### src/rtl/axi4lite_pkg.sv
// Shared definitions for the AXI4-lite master controller.
//   ADDRWIDTH / DATAWIDTH : default bus widths (DATAWIDTH must be 32 or 64)
//   resp_t                : AXI response encodings
//   wr_state_t            : write FSM states
//   rd_state_t            : read FSM states
package axi4lite_pkg;

    localparam int ADDRWIDTH = 32;
    localparam int DATAWIDTH = 32;

    typedef enum logic [1:0] {
        OKAY   = 2'b00,
        EXOKAY = 2'b01,
        SLVERR = 2'b10,
        DECERR = 2'b11
    } resp_t;

    typedef enum logic [1:0] {
        W_IDLE,
        W_SEND,
        W_RESP
    } wr_state_t;

    typedef enum logic [1:0] {
        R_IDLE,
        R_ADDR,
        R_DATA
    } rd_state_t;

endpackage

### src/rtl/axi4lite_rd_ctrl.sv
// Read side of the AXI4-lite master: read FSM plus the AR and R channels.
// Ports:
//   clk, rst              : clock, synchronous active-high reset
//   rd_en, rd_addr        : read request, sampled only while rd_busy is low
//   rd_busy, rd_done      : FSM not idle / one-cycle completion pulse
//   rd_data, rd_resp      : RDATA/RRESP captured at the R handshake
//   araddr/arvalid/arprot : read address channel outputs, arready input
//   rdata/rresp/rvalid    : read data channel inputs, rready output
// Every output comes straight from a register.
module axi4lite_rd_ctrl
    import axi4lite_pkg::*;
#(
    parameter int ADDRWIDTH = axi4lite_pkg::ADDRWIDTH,
    parameter int DATAWIDTH = axi4lite_pkg::DATAWIDTH
) (
    input  logic                 clk,
    input  logic                 rst,
    input  logic                 rd_en,
    input  logic [ADDRWIDTH-1:0] rd_addr,
    output logic                 rd_busy,
    output logic                 rd_done,
    output logic [DATAWIDTH-1:0] rd_data,
    output logic [1:0]           rd_resp,
    output logic [ADDRWIDTH-1:0] araddr,
    output logic                 arvalid,
    output logic [2:0]           arprot,
    input  logic                 arready,
    input  logic [DATAWIDTH-1:0] rdata,
    input  logic [1:0]           rresp,
    input  logic                 rvalid,
    output logic                 rready
);

    rd_state_t            state_reg, state_next;
    logic [ADDRWIDTH-1:0] araddr_reg, araddr_next;
    logic                 arvalid_reg, arvalid_next;
    logic                 rready_reg, rready_next;
    logic                 busy_reg, busy_next;
    logic                 done_reg, done_next;
    logic [DATAWIDTH-1:0] rd_data_reg, rd_data_next;
    resp_t                rd_resp_reg, rd_resp_next;

    always_ff @(posedge clk) begin
        if (rst) begin
            state_reg   <= R_IDLE;
            araddr_reg  <= '0;
            arvalid_reg <= 1'b0;
            rready_reg  <= 1'b0;
            busy_reg    <= 1'b0;
            done_reg    <= 1'b0;
            rd_data_reg <= '0;
            rd_resp_reg <= OKAY;
        end else begin
            state_reg   <= state_next;
            araddr_reg  <= araddr_next;
            arvalid_reg <= arvalid_next;
            rready_reg  <= rready_next;
            busy_reg    <= busy_next;
            done_reg    <= done_next;
            rd_data_reg <= rd_data_next;
            rd_resp_reg <= rd_resp_next;
        end
    end

    always_comb begin
        state_next   = state_reg;
        araddr_next  = araddr_reg;
        arvalid_next = arvalid_reg;
        rready_next  = rready_reg;
        busy_next    = busy_reg;
        done_next    = 1'b0;
        rd_data_next = rd_data_reg;
        rd_resp_next = rd_resp_reg;
        case (state_reg)
            R_IDLE: begin
                if (rd_en) begin
                    araddr_next  = rd_addr;
                    arvalid_next = 1'b1;
                    busy_next    = 1'b1;
                    state_next   = R_ADDR;
                end
            end
            R_ADDR: begin
                // RREADY is only raised once the address has been taken, so
                // the data phase can never precede its own address phase.
                if (arvalid_reg && arready) begin
                    arvalid_next = 1'b0;
                    rready_next  = 1'b1;
                    state_next   = R_DATA;
                end
            end
            R_DATA: begin
                if (rvalid && rready_reg) begin
                    rd_data_next = rdata;
                    rd_resp_next = resp_t'(rresp);
                    rready_next  = 1'b0;
                    done_next    = 1'b1;
                    busy_next    = 1'b0;
                    state_next   = R_IDLE;
                end
            end
            default: state_next = R_IDLE;
        endcase
    end

    assign araddr  = araddr_reg;
    assign arvalid = arvalid_reg;
    assign arprot  = 3'b000;
    assign rready  = rready_reg;
    assign rd_busy = busy_reg;
    assign rd_done = done_reg;
    assign rd_data = rd_data_reg;
    assign rd_resp = rd_resp_reg;

endmodule

### src/rtl/axi4lite_master_ctrl.sv
// AXI4-lite master controller: turns wr_en/rd_en request strobes into
// AW/W/B and AR/R channel handshakes. Read and write sides are independent.
// Ports:
//   clk, rst                          : clock, synchronous active-high reset
//   wr_en, Write_Address, Write_Data  : write request (ignored while wr_busy)
//   wr_busy, wr_done, wr_resp         : write status, done pulse, BRESP
//   rd_en, Read_Address               : read request (ignored while rd_busy)
//   rd_busy, rd_done, rd_data, rd_resp: read status, done pulse, RDATA/RRESP
//   AW*/W*/B*/AR*/R*                  : AXI4-lite master channel signals
// DATAWIDTH must be 32 or 64. WSTRB is tied to all ones: only full-word
// writes are issued.
module axi4lite_master_ctrl
    import axi4lite_pkg::*;
#(
    parameter int ADDRWIDTH = axi4lite_pkg::ADDRWIDTH,
    parameter int DATAWIDTH = axi4lite_pkg::DATAWIDTH
) (
    input  logic                   clk,
    input  logic                   rst,
    input  logic                   wr_en,
    input  logic [ADDRWIDTH-1:0]   Write_Address,
    input  logic [DATAWIDTH-1:0]   Write_Data,
    input  logic                   rd_en,
    input  logic [ADDRWIDTH-1:0]   Read_Address,
    output logic                   wr_busy,
    output logic                   wr_done,
    output logic [1:0]             wr_resp,
    output logic                   rd_busy,
    output logic                   rd_done,
    output logic [DATAWIDTH-1:0]   rd_data,
    output logic [1:0]             rd_resp,
    output logic [ADDRWIDTH-1:0]   AWADDR,
    output logic                   AWVALID,
    output logic [2:0]             AWPROT,
    input  logic                   AWREADY,
    output logic [DATAWIDTH-1:0]   WDATA,
    output logic [DATAWIDTH/8-1:0] WSTRB,
    output logic                   WVALID,
    input  logic                   WREADY,
    input  logic [1:0]             BRESP,
    input  logic                   BVALID,
    output logic                   BREADY,
    output logic [ADDRWIDTH-1:0]   ARADDR,
    output logic                   ARVALID,
    output logic [2:0]             ARPROT,
    input  logic                   ARREADY,
    input  logic [DATAWIDTH-1:0]   RDATA,
    input  logic [1:0]             RRESP,
    input  logic                   RVALID,
    output logic                   RREADY
);

    localparam int STRB_W = DATAWIDTH / 8;

    wr_state_t            wr_state_reg, wr_state_next;
    logic [ADDRWIDTH-1:0] awaddr_reg, awaddr_next;
    logic [DATAWIDTH-1:0] wdata_reg, wdata_next;
    logic                 awvalid_reg, awvalid_next;
    logic                 wvalid_reg, wvalid_next;
    logic                 bready_reg, bready_next;
    logic                 aw_done_reg, aw_done_next;
    logic                 w_done_reg, w_done_next;
    logic                 wr_busy_reg, wr_busy_next;
    logic                 wr_done_reg, wr_done_next;
    resp_t                wr_resp_reg, wr_resp_next;
    logic                 aw_hs, w_hs;

    assign aw_hs = awvalid_reg && AWREADY;
    assign w_hs  = wvalid_reg && WREADY;

    always_ff @(posedge clk) begin
        if (rst) begin
            wr_state_reg <= W_IDLE;
            awaddr_reg   <= '0;
            wdata_reg    <= '0;
            awvalid_reg  <= 1'b0;
            wvalid_reg   <= 1'b0;
            bready_reg   <= 1'b0;
            aw_done_reg  <= 1'b0;
            w_done_reg   <= 1'b0;
            wr_busy_reg  <= 1'b0;
            wr_done_reg  <= 1'b0;
            wr_resp_reg  <= OKAY;
        end else begin
            wr_state_reg <= wr_state_next;
            awaddr_reg   <= awaddr_next;
            wdata_reg    <= wdata_next;
            awvalid_reg  <= awvalid_next;
            wvalid_reg   <= wvalid_next;
            bready_reg   <= bready_next;
            aw_done_reg  <= aw_done_next;
            w_done_reg   <= w_done_next;
            wr_busy_reg  <= wr_busy_next;
            wr_done_reg  <= wr_done_next;
            wr_resp_reg  <= wr_resp_next;
        end
    end

    always_comb begin
        wr_state_next = wr_state_reg;
        awaddr_next   = awaddr_reg;
        wdata_next    = wdata_reg;
        awvalid_next  = awvalid_reg;
        wvalid_next   = wvalid_reg;
        bready_next   = bready_reg;
        aw_done_next  = aw_done_reg;
        w_done_next   = w_done_reg;
        wr_busy_next  = wr_busy_reg;
        wr_done_next  = 1'b0;
        wr_resp_next  = wr_resp_reg;
        case (wr_state_reg)
            W_IDLE: begin
                if (wr_en) begin
                    awaddr_next   = Write_Address;
                    wdata_next    = Write_Data;
                    awvalid_next  = 1'b1;
                    wvalid_next   = 1'b1;
                    aw_done_next  = 1'b0;
                    w_done_next   = 1'b0;
                    wr_busy_next  = 1'b1;
                    wr_state_next = W_SEND;
                end
            end
            W_SEND: begin
                // AW and W finish independently; the flags remember which one
                // has already handshaked so either order (or both at once) works.
                if (aw_hs) begin
                    awvalid_next = 1'b0;
                    aw_done_next = 1'b1;
                end
                if (w_hs) begin
                    wvalid_next = 1'b0;
                    w_done_next = 1'b1;
                end
                if ((aw_done_reg || aw_hs) && (w_done_reg || w_hs)) begin
                    bready_next   = 1'b1;
                    wr_state_next = W_RESP;
                end
            end
            W_RESP: begin
                if (BVALID && bready_reg) begin
                    wr_resp_next  = resp_t'(BRESP);
                    bready_next   = 1'b0;
                    wr_done_next  = 1'b1;
                    wr_busy_next  = 1'b0;
                    wr_state_next = W_IDLE;
                end
            end
            default: wr_state_next = W_IDLE;
        endcase
    end

    assign AWADDR  = awaddr_reg;
    assign AWVALID = awvalid_reg;
    assign AWPROT  = 3'b000;
    assign WDATA   = wdata_reg;
    assign WVALID  = wvalid_reg;
    assign BREADY  = bready_reg;
    assign wr_busy = wr_busy_reg;
    assign wr_done = wr_done_reg;
    assign wr_resp = wr_resp_reg;

    genvar gi;
    generate
        for (gi = 0; gi < STRB_W; gi++) begin : g_wstrb
            assign WSTRB[gi] = 1'b1;
        end
    endgenerate

    axi4lite_rd_ctrl #(
        .ADDRWIDTH (ADDRWIDTH),
        .DATAWIDTH (DATAWIDTH)
    ) u_rd_ctrl (
        .clk     (clk),
        .rst     (rst),
        .rd_en   (rd_en),
        .rd_addr (Read_Address),
        .rd_busy (rd_busy),
        .rd_done (rd_done),
        .rd_data (rd_data),
        .rd_resp (rd_resp),
        .araddr  (ARADDR),
        .arvalid (ARVALID),
        .arprot  (ARPROT),
        .arready (ARREADY),
        .rdata   (RDATA),
        .rresp   (RRESP),
        .rvalid  (RVALID),
        .rready  (RREADY)
    );

endmodule
### config.mk
export PLATFORM = sky130hd
export DESIGN_NAME = axi4lite_master_ctrl
export DESIGN_NICKNAME = d
export VERILOG_FILES = /design/src/rtl/axi4lite_pkg.sv /design/src/rtl/axi4lite_rd_ctrl.sv /design/src/rtl/axi4lite_master_ctrl.sv
export SDC_FILE = /design/constraint.sdc
export NUM_CORES = 1
export LEC_CHECK = 0
export CAP_MARGIN = 10
export CORE_UTILIZATION = 41
export CTS_BUF_LIST = sky130_fd_sc_hd__clkbuf_16
export CTS_CLUSTER_SIZE = 24
export DETAILED_ROUTE_END_ITERATION = 6
export GPL_TIMING_DRIVEN = 0
export HOLD_SLACK_MARGIN = 0.08
export PLACE_DENSITY = 0.93
export SLEW_MARGIN = 40
export SYNTH_ARGS = -nofsm -noshare
export SYNTH_HDL_FRONTEND = slang
export SYNTH_SLANG_ARGS = --single-unit
### constraint.sdc
create_clock -name clk -period 2.4 [get_ports clk]
set_clock_uncertainty 0.05 [all_clocks]
set_input_delay 0.24 -clock clk [delete_from_list [all_inputs] [get_ports clk]]
set_output_delay 0.24 -clock clk [all_outputs]
set_load 0.01 [all_outputs]
# --- Word level (Yosys, flattened, before mapping) ---
# Index checks and enable logic that the tools add are counted.
totals:
  reg_bits: 147
  in_bits: 141
  output_inout_bits: 151
  wordCells: 95
op_classes:
  eq_ne: 12
  mux: 31
  bitwise: 2
  n_reduce_logical: 31
ops:
  columns: ["operator", "count"]
  rows:
  - ["$reduce_and 3->1", 9]
  - ["$pmux 1 s2", 9]
  - ["$mux 1", 14]
  - ["$mux 2", 6]
  - ["$ne 2x2->1 const B", 6]
  - ["$pmux 2 s3", 2]
  - ["$reduce_bool 2->1", 6]
  - ["$reduce_and 2->1", 4]
  - ["$logic_and 1x1->1", 6]
  - ["$eq 2x1->1 const B", 2]
  - ["$eq 2x2->1 const B", 2]
  - ["$logic_not 2->1", 2]
  - ["$ne 2x1->1 const B", 2]
  - ["$reduce_or 2->1", 2]
  - ["$logic_or 1x1->1", 2]
  - ["$not 1->1", 2]

# --- Longest topological paths before layout ---
logic_depth:
  word_depth: 5
  depth_mapped: 6
  depth_no_buf: 3

# --- Modules after synthesis ---
# From an unflattened synthesis, not the netlist that was laid out.
hier_totals:
  hier_cells: 643
  area_unflattened_um2: 5246.3
modules_own_cells:
  columns: ["module", "n_inst", "cells_each", "area_per_inst_um2", "seq_area_each_um2"]
  rows:
  - ["axi4lite_master_ctrl", 1, 328, 2672.6, 1501.4]
  - ["axi4lite_rd_ctrl", 1, 315, 2573.7, 1441.4]

# --- Worst setup path before layout ---
# OpenSTA, ideal clock, no wires.
synth_timing:
  kind: "register to register"
  start: "reg wr_state_reg[1]"
  end: "reg awaddr_reg[10] (netlist: AWADDR[10])"
  arrival_time_ps: 1236
  required_time_ps: 2218
  slack_ps: 981
  path_stages_with_launch: 7
  period_less_slack_ps: 1419
  path_cell_list: "dfxtp_1 -> or3b_1 -> clkbuf_1 -> buf_2 -> buf_2 -> nand2_1 -> a21oi_1"
synth_via:
  elab_chain_len: 2
synth_lines:
  columns: ["item", "line", "rtl"]
  rows:
  - ["start, declared", "axi4lite_master_ctrl.sv:55", "wr_state_t wr_state_reg, wr_state_next;"]
  - ["start signal, assigned", "axi4lite_master_ctrl.sv:85", "wr_state_reg <= wr_state_next;"]
  - ["$logic_not 2->1", "axi4lite_master_ctrl.sv:111", "case (wr_state_reg)"]
  - ["$reduce_and 2->1 (no source line)", null, null]
  - ["end signal, assigned", "axi4lite_master_ctrl.sv:86", "awaddr_reg <= awaddr_next;"]
  - ["end, declared", "axi4lite_master_ctrl.sv:56", "logic [ADDRWIDTH-1:0] awaddr_reg, awaddr_next;"]
# Every way passes these cells.
# A chain may end at the register's enable or synchronous reset.

# --- Worst setup path in the final report ---
layout_timing:
  start: "in rst"
  end: "reg u_rd_ctrl.araddr_reg[1] (netlist: u_rd_ctrl.araddr[1])"
layout_rtl:
  columns: ["item", "line", "rtl"]
  rows:
  - ["start, declared", "axi4lite_master_ctrl.sv:19", "input logic rst,"]
  - ["end signal, assigned", "axi4lite_rd_ctrl.sv:55", "araddr_reg <= araddr_next;"]
  - ["end, declared", "axi4lite_rd_ctrl.sv:35", "logic [ADDRWIDTH-1:0] araddr_reg, araddr_next;"]
# No word-level cell between the ends.

==> results by group <==
Logic synthesis
  • Mapped Cells: between 500 and 600
  • Largest area contributor in the netlist: dfxtp_1
  • Most frequent cells after synthesis: nand2_1, dfxtp_1, a21oi_1, a22o_1, clkbuf_1
  • Cell variety after synth: 33
  • YS warnings: 0
  • Synth top area share: 57.7%
  • Seq/Total Area, Yosys: just under 60%
  • Top cells by area, synth: dfxtp_1, nand2_1, a21oi_1, a22o_1, a22o_2
  • Netlist Area Pre-Place: roughly 5100 µm²
  • Synthesized flop and latch total: 147
  • EDFF count, synth: 0
  • Cell with the most instances after synthesis: nand2_1
  • Synthesized area per cell: 8.94 µm²
  • Synth async-reset ratio: 0%
  • Most used DFF post-synth: dfxtp_1

Clock tree
  • CTS tree: yes
  • Post-CTS Hold Fix Bufs: 0
  • TritonCTS Sinks: 147
  • CTS Root Cell: clkbuf_16
  • CTS clk-pin slew, worst paths: 0.06 ns
  • Postcts setup bufs: 0
  • Worst-Skew Late Latency: 0.42 ns
  • CTS resizes: 0
  • H-tree Lvls: 4
  • Max Root-Sink Buffers: 2
  • CTS Buf Count: 17

Layout
  • Number of fill cells: 860
  • Nets: around 1.0k
  • ANT cells: 0
  • Layout cells sized above 1: 8.10%
  • Core Util, Final: 72.3%
  • Area delta synth->final: 71.0%

Pwr
  • Total chip power: 6.07 mW
  • Worst VDD drop: 0.477 mV
  • Static leakage: 3.34 nW
  • PwrDens: 696 nW/µm²

Drt
  • Routed WL: 16700 µm
  • DRC viols: 0
  • WL/cell: roughly 16 µm
  • DR vias/cell: between 4 and 5
  • Final ANT Viol Nets: 0
  • Via Count: 5098
  • Initial DRC count: 283
  • DRT Pass-1 Iters: 4

Setup path
  • Crit path top cell by count: buf_2
  • Worst Path Buf+Inv: 4
  • Delay-heaviest family, CP: buffers and inverters
  • Crit path max fanout: 10
  • Crit path arrival time: 1.98 ns
  • Crit-path cells: clkdlybuf4s50_1, buf_2, buf_2, buf_1, a21oi_1
  • Crit Path Category: in -> reg
  • CP required: 2.62 ns
  • Slowest-stage cell, CP: clkdlybuf4s50_1
  • CP Launch Type: primary input
  • CP Capture Type: flip-flop
  • CP peak stage delay: 0.52 ns
  • Worst r2r path cells: 6
  • Critical Path Stages: 5

GRT
  • All-Layer GR Usage: 26.0%
  • Initial antenna violation count: 0
  • First-pass GRT wire length: 25700 µm
  • Vias in the first global route: 5010
  • Pin count of the biggest net entering global routing: 17
  • GR Overflow Total: 0

Timing
  • Final-report hold violation count: 0
  • Final setup fails: 0
  • Max-slew violation count: 0
  • Final worst path period share: between 70% and 80%
  • Slew HR: between 50% and 60%
  • Final Critical Period: approximately 1.8 ns
  • Fmax achieved: 569 MHz
  • Unrepaired setup endpoints after global routing: false
  • Worst Tran Pin Value: slightly above 0.6 ns
  • Final setup TNS: 0 ns

Floorplanning
  • Ports: 292
  • Die Y: about 110 µm
  • Row Count: 40
  • Die area: 12900 µm²
  • Initial core utilization: 42.3%
  • Core area: around 12000 µm²
  • Die width: between 100 and 150 µm

Hold path
  • Hold Crit Class: in -> reg
  • Hold Crit Depth: 3

Job
  • Max-Cap Viols: 0

Status
  • Status: complete, no violations

Place
  • Port bufs: ~280
  • Dpl hpwl: 12400 µm
  • Placer Congestion: around 0.78
## placed cells by master, fill, tap and decap left out, types with 3 or more instances in the layout
| cell type | n |
|---|---|
| o21ai_0 | 3 |
| clkbuf_1 | 19 |
| clkinv_2 | 3 |
| buf_4 | 10 |
| nor2_1 | 7 |
| bufinv_16 | 3 |
| a22o_1 | 26 |
| buf_2 | 13 |
| a22o_2 | 9 |
| inv_1 | 4 |
| nand2_1 | 195 |
| clkinv_1 | 4 |
| clkbuf_16 | 17 |
| dfxtp_1 | 147 |
| buf_6 | 6 |
| clkdlybuf4s50_1 | 281 |
| a21oi_1 | 102 |
| conb_1 | 10 |
## cells by family (layout without fill, tap and decap cells)
kind of cell           Yosys count  in the layout  synth area share, %
flip-flops                     147            147                 57.7
other                            2             10                0.147
buffers and inverters           54            365                 5.91
AND/OR/NAND/NOR                213            213                 17.2
AO/OA/AOI/OAI                  152            152                 18.7
multiplexers                     2              2                0.393
## final cells by class
| cell class | count | area [µm²] | area share, % |
|---|---|---|---|
| plain buffers | 50 | 287 | 3.29 |
| clock buffers | 17 | 425 | 4.88 |
| clock inverters | 13 | 144 | 1.65 |
| inverters | 4 | 15.0 | 0.172 |
| multi-input cells | 377 | 1880 | 21.6 |
| flip-flops and latches | 147 | 2940 | 33.7 |
| well taps | 168 | 210 | 2.41 |
| repair buffers | 281 | 2810 | 32.3 |
## power by group
| group | switching [mW] | total, mW | internal (mW) |
|---|---|---|---|
| Combinational | 0.372 | 0.864 | 0.492 |
| Clock | 0.985 | 2.59 | 1.60 |
| Sequential | 0.0652 | 2.62 | 2.56 |
| Total | 1.42 | 6.07 | 4.65 |
## routing by layer
metal | up-vias | GRT usage, % | part of all wire [%]
met1 | 2367 | 27.2 | 39
met4 | 0 | 12.3 | 2.7
li1 | 2501 | - | -
met3 | 34 | 8.34 | 7.1
met5 | - | 0 | 0
met2 | 196 | 47.2 | 52
## worst min-delay path, stage by stage
cell and delay [ns]:
clkdlybuf4s50_1 0.39, nand2_1 0.05, a21oi_1 0.05
## final timing paths
kind / end / from / slack [ns]
max: u_rd_ctrl.araddr[1] / rst / 0.64
min: u_rd_ctrl.araddr[14] / Read_Address[14] / 0.31
max reg2reg: AWADDR[9] / wr_state_reg[1] / 0.73
min reg2reg: WDATA[14] / WDATA[14] / 0.40
## stage by stage
step           area, µm²  cells  hold WS, ns  setup slack (ns)
3_5_place_dp        8150   1027        0.396             0.148
2_1_floorplan       5130    578        0.300             0.981
3_3_place_gp        8150   1027        0.390             0.193
4_1_cts             8720   1057        0.299             0.591
5_1_grt             8720   1057        0.311             0.488
6_report            8720   1057        0.314             0.642
No activity file was read; power rests on OpenSTA's default activity.
